--- src/rtl/fpu_sequencer.sv ---
// Sequences one operation at a time through an external multi-cycle FPU.
// Registers operands and controls, counts the op latency, captures the result.
//
// Ports:
//   clk, rst (sync, active-low)
//   issue, funct5, rm, rs1_val, rs2_val : E-stage request
//   kill : flush, hold : downstream stall
//   fpu_result : combinational FPU output
//   fpu_rd1/rd2/rm/funct5 : registered FPU inputs
//   fpu_stall, result, result_valid, busy
module fpu_sequencer #(
   parameter int unsigned LAT_ADD  = 2,
   parameter int unsigned LAT_MUL  = 2,
   parameter int unsigned LAT_DIV  = 8,
   parameter int unsigned LAT_SQRT = 8
) (
   input  logic        clk,
   input  logic        rst,
   input  logic        issue,
   input  logic [4:0]  funct5,
   input  logic [2:0]  rm,
   input  logic [31:0] rs1_val,
   input  logic [31:0] rs2_val,
   input  logic        kill,
   input  logic        hold,
   input  logic [31:0] fpu_result,
   output logic [31:0] fpu_rd1,
   output logic [31:0] fpu_rd2,
   output logic [2:0]  fpu_rm,
   output logic [4:0]  fpu_funct5,
   output logic        fpu_stall,
   output logic [31:0] result,
   output logic        result_valid,
   output logic        busy
);

   localparam logic [3:0] L_ADD  = LAT_ADD[3:0];
   localparam logic [3:0] L_MUL  = LAT_MUL[3:0];
   localparam logic [3:0] L_DIV  = LAT_DIV[3:0];
   localparam logic [3:0] L_SQRT = LAT_SQRT[3:0];

   typedef enum logic [1:0] {
      IDLE = 2'd0,
      EXEC = 2'd1,
      DONE = 2'd2
   } state_e;

   state_e      state_q, state_d;
   logic [3:0]  cnt_q, cnt_d;
   logic [31:0] rd1_q, rd1_d;
   logic [31:0] rd2_q, rd2_d;
   logic [2:0]  rm_q, rm_d;
   logic [4:0]  f5_q, f5_d;
   logic [31:0] result_q, result_d;

   logic [3:0]  lat;
   logic        accept;

   always_comb begin
      lat = 4'd1;
      case (funct5)
         5'b00000, 5'b00001: lat = L_ADD;
         5'b00010:           lat = L_MUL;
         5'b00011:           lat = L_DIV;
         5'b01011:           lat = L_SQRT;
         default:            lat = 4'd1;
      endcase
   end

   assign accept = issue & ~kill &
                   ((state_q == IDLE) | ((state_q == DONE) & ~hold));

   always_comb begin
      state_d  = state_q;
      cnt_d    = cnt_q;
      rd1_d    = rd1_q;
      rd2_d    = rd2_q;
      rm_d     = rm_q;
      f5_d     = f5_q;
      result_d = result_q;

      case (state_q)
         IDLE: state_d = IDLE;
         EXEC: begin
            // cnt of 0 cannot occur legally; treat it as finished anyway
            if (cnt_q <= 4'd1) begin
               result_d = fpu_result;
               cnt_d    = 4'd0;
               state_d  = DONE;
            end else begin
               cnt_d = cnt_q - 4'd1;
            end
         end
         DONE: begin
            if (!hold) state_d = IDLE;
         end
         default: state_d = IDLE;
      endcase

      // back-to-back accept from DONE overrides the return to IDLE
      if (accept) begin
         rd1_d   = rs1_val;
         rd2_d   = rs2_val;
         rm_d    = rm;
         f5_d    = funct5;
         cnt_d   = lat;
         state_d = EXEC;
      end

      if (kill) begin
         state_d = IDLE;
         cnt_d   = 4'd0;
      end
   end

   always_ff @(posedge clk) begin
      if (!rst) begin
         state_q  <= IDLE;
         cnt_q    <= 4'd0;
         rd1_q    <= 32'd0;
         rd2_q    <= 32'd0;
         rm_q     <= 3'd0;
         f5_q     <= 5'd0;
         result_q <= 32'd0;
      end else begin
         state_q  <= state_d;
         cnt_q    <= cnt_d;
         rd1_q    <= rd1_d;
         rd2_q    <= rd2_d;
         rm_q     <= rm_d;
         f5_q     <= f5_d;
         result_q <= result_d;
      end
   end

   assign fpu_rd1      = rd1_q;
   assign fpu_rd2      = rd2_q;
   assign fpu_rm       = rm_q;
   assign fpu_funct5   = f5_q;
   assign result       = result_q;
   assign result_valid = (state_q == DONE);
   assign busy         = (state_q != IDLE);

   // forced low during reset so the pipeline is never held by a stale op
   assign fpu_stall = rst &
                      ((issue & (state_q == IDLE)) |
                       (state_q == EXEC) |
                       (issue & (state_q == DONE) & hold));

endmodule

--- config.mk ---
export PLATFORM = sky130hd
export DESIGN_NAME = fpu_sequencer
export DESIGN_NICKNAME = d
export VERILOG_FILES = /design/src/rtl/fpu_sequencer.sv
export SDC_FILE = /design/constraint.sdc
export NUM_CORES = 1
export LEC_CHECK = 0
export CORE_ASPECT_RATIO = 1.4
export CORE_MARGIN = 4
export CORE_UTILIZATION = 41
export DETAILED_ROUTE_END_ITERATION = 7
export HOLD_SLACK_MARGIN = 0.03
export PLACE_DENSITY_LB_ADDON = 0.05
export SETUP_SLACK_MARGIN = 0.1
export SKIP_LAST_GASP = 1
export SYNTH_ARGS = -nofsm -noshare
export SYNTH_HDL_FRONTEND = slang
export SYNTH_SLANG_ARGS = --single-unit
export TNS_END_PERCENT = 20
--- constraint.sdc ---
create_clock -name clk -period 1.9 [get_ports clk]
set_clock_uncertainty 0.1 [all_clocks]
set_input_delay 0.38 -clock clk [delete_from_list [all_inputs] [get_ports clk]]
set_output_delay 0.38 -clock clk [all_outputs]
set_load 0.01 [all_outputs]
==> metrics.txt <==
status completed; Residual DRC 0; first-pass GRT wire length 23700 um; Pint 4.07 mW; cells on worst reg2reg path 6; Starting Density 42.1%; EDFF count, synth 0; relative slew slack 73.8%; Max Fclk 550 MHz; fin util 66.3%; fin crit period 1820 ps; Filler Cell Count 920; Place WS -287 ps; clock power share 38.3%; initial drt markers 273; top post-synthesis cells by area dfxtp_1 48%, a21oi_1 12%, nand3_1 8.1%; crit-path max FO 6; worst skew pair latency 340 ps; drt pass-1 iters 4; Routed Antenna Nets 0; WL met2 7510 um; Mapped Cells 539; final slew viol count 0; Post-Route WL 14700 um; Hold Path Depth 2; RSZ-0062 raised after global routing true; cts bufs inserted 9; LEAKAGE 2.44 nW; CTS tree built; n_diodes 0; Vias/cell 5.51; CTS sink cnt 110; CP max-delay cell dfxtp_1; DR vias 4805; maximum VDD drop 0.586 mV; postcts setup bufs 0; Worst-Margin Slew 393 ps; area grow syn2layout 57.6%; WL met3 1190 um; post-placement cell area 6890 sq um; hold_buf cts 0; die area 12900 sq um; H-Tree Depth 3; GR Overflow Total 0; critical path depth 2; syn nets 650; Largest delay share family, worst path flip-flops; Min-Delay Path Class register to register; routed len/inst 16.9 um; Fin Setup TNS 0 ps; Die X-Extent 97.3 um; Min-Delay Startpoint result[17]$_SDFFE_PN0P_; ys flop type dfxtp_1; Pwr Density 725 nW/um^2; largest net degree at the start of global routing 86; Netlist Area Pre-Place 4570 sq um; Die Height 133 um; proportion of power drawn by flip-flops and latches 46.6%; final worst setup slack 83.0 ps; Cell variety after synth 35; Finished Cell Area 7210 sq um; Comb pwr share 15.0%; clock buffer depth 2; kind of critical path register to primary output; share of the synthesized area in the top cell type 48.1%; max incr delay on CP 390 ps; Clk Tree Root Cell clkbuf_16; I/O Pins 216; CP arrival 1340 ps; sequential area share after synthesis 48.1%; crit path launch state_q[0]$_SDFFE_PP0P_; crit path capture type primary output; layout cells sized above 1 7.66%; core area 10900 sq um; Yosys top cell by area dfxtp_1; gpl congestion 0.798; number of synthesis warnings 0; crit path launch type register; port buffer count 215; Max Used Layer met4; Total GRT Usage 21.9%; vias in the first global route 4695; fin crit share 95.6%; Hold Vio Cnt, Final 0; post-synthesis async set-or-reset flop share 0%; crit path cell chain or2_2 > dlygate4sd2_1; initial antenna violation count 0; Synth Register Bits 110; final-stage net count 839; Buf/Inv on CP 1; R2R Path Start cnt_q[0]$_SDFFE_PP0P_; Net Sw Frac 22.2%; HPWL after DPL 10300 um; site row count 45; Reg clk slew, reported paths 70 ps; Critical Path RT 1420 ps; Pwr Total 5.23 mW; syn_area_per_cell 8.49 sq um; P_sw 1.16 mW; # setup viols final 0; met1 WL 5700 um; max-capacitance violation count 0
path summary, 6_finish.rpt:
path                            slack, ps                 endpoint
worst max-delay path                   80                     busy
worst min-delay path                  370  result[17]$_SDFFE_PN0P_
worst max register to register        160  result[30]$_SDFFE_PN0P_
worst min register to register        370  result[17]$_SDFFE_PN0P_
cell families after synthesis:
kind of cell	Yosys count	synth area share, %
AND/OR/NAND/NOR	134	16.3
adder cells (fa/ha/maj)	2	0.547
AO/OA/AOI/OAI	224	27.0
flip-flops	110	48.1
buffers and inverters	69	8.04
cells in the mapped netlist, types with 6 or more instances:
cell	instances
clkbuf_2	6
a21oi_1	108
nand4_1	34
nand3_1	74
buf_6	8
buf_4	7
clkbuf_1	32
o31ai_1	32
o21ai_1	60
buf_2	12
dfxtp_1	110
o21ai_0	15
cell usage in the layout (no fill, tap or decap), types with 3 or more instances in the layout:
cell,Yosys,final
clkbuf_16,0,9
o21ai_0,15,15
buf_4,7,18
nand3_1,74,74
nand2b_1,3,3
o21ai_1,60,60
nand4_1,34,34
a21oi_1,108,108
buf_12,0,9
or2_2,3,3
dfxtp_1,110,110
clkdlybuf4s50_1,0,212
inv_1,3,3
o31ai_1,32,32
o211ai_1,3,3
cell type report:
| type | count | area, sq um | area share (%) |
|---|---|---|---|
| Timing Repair Buffer | 243 | 2470 | 34.2 |
| Sequential cell | 110 | 2200 | 30.6 |
| Multi-Input combinational cell | 360 | 2020 | 28.1 |
| Clock buffer | 11 | 253 | 3.51 |
| Tap cell | 141 | 176 | 2.45 |
| Clock inverter | 3 | 68.8 | 0.955 |
| Inverter | 4 | 16.3 | 0.226 |
flip-flops by register name, summed over array words and instances, names as in the netlist:
name	count
state_q	2
cnt_q	4
result	32
fpu_rd2	32
fpu_funct5	5
fpu_rm	3
fpu_rd1	32
power groups by stage:
stage	sequential, mW	clock, mW	combinational, mW
floorplan	2.53	0	0.259
global placement	2.49	0	0.780
detailed placement	2.49	0	0.788
CTS	2.44	2.07	0.791
global route	2.45	2.16	0.847
finish	2.44	2.00	0.786
through the flow:
step | std cells | hold WS (ps)
2_1_floorplan | 539 | 393
3_3_place_gp | 858 | 353
3_5_place_dp | 858 | 362
4_1_cts | 872 | 372
5_1_grt | 872 | 385
6_report | 872 | 369
routing by layer:
metal | GRT usage (%) | vias to the layer above
li1 | - | 2369
met1 | 24.9 | 2241
met2 | 38.3 | 169
met3 | 7.70 | 26
met4 | 6.85 | 0
met5 | 0 | -
what timing repair did:
action	CTS	global route
gates resized for setup	7	3
pin swaps	0	0
endpoints found under the setup margin	5	81
tightest hold or removal path: cells and delay by family, from the launching register on:
family | cells | cell delay (ps)
flip-flops | 1 | 310
AO/OA/AOI/OAI | 2 | 120
Note: power is estimated with default switching activity, not from simulation.
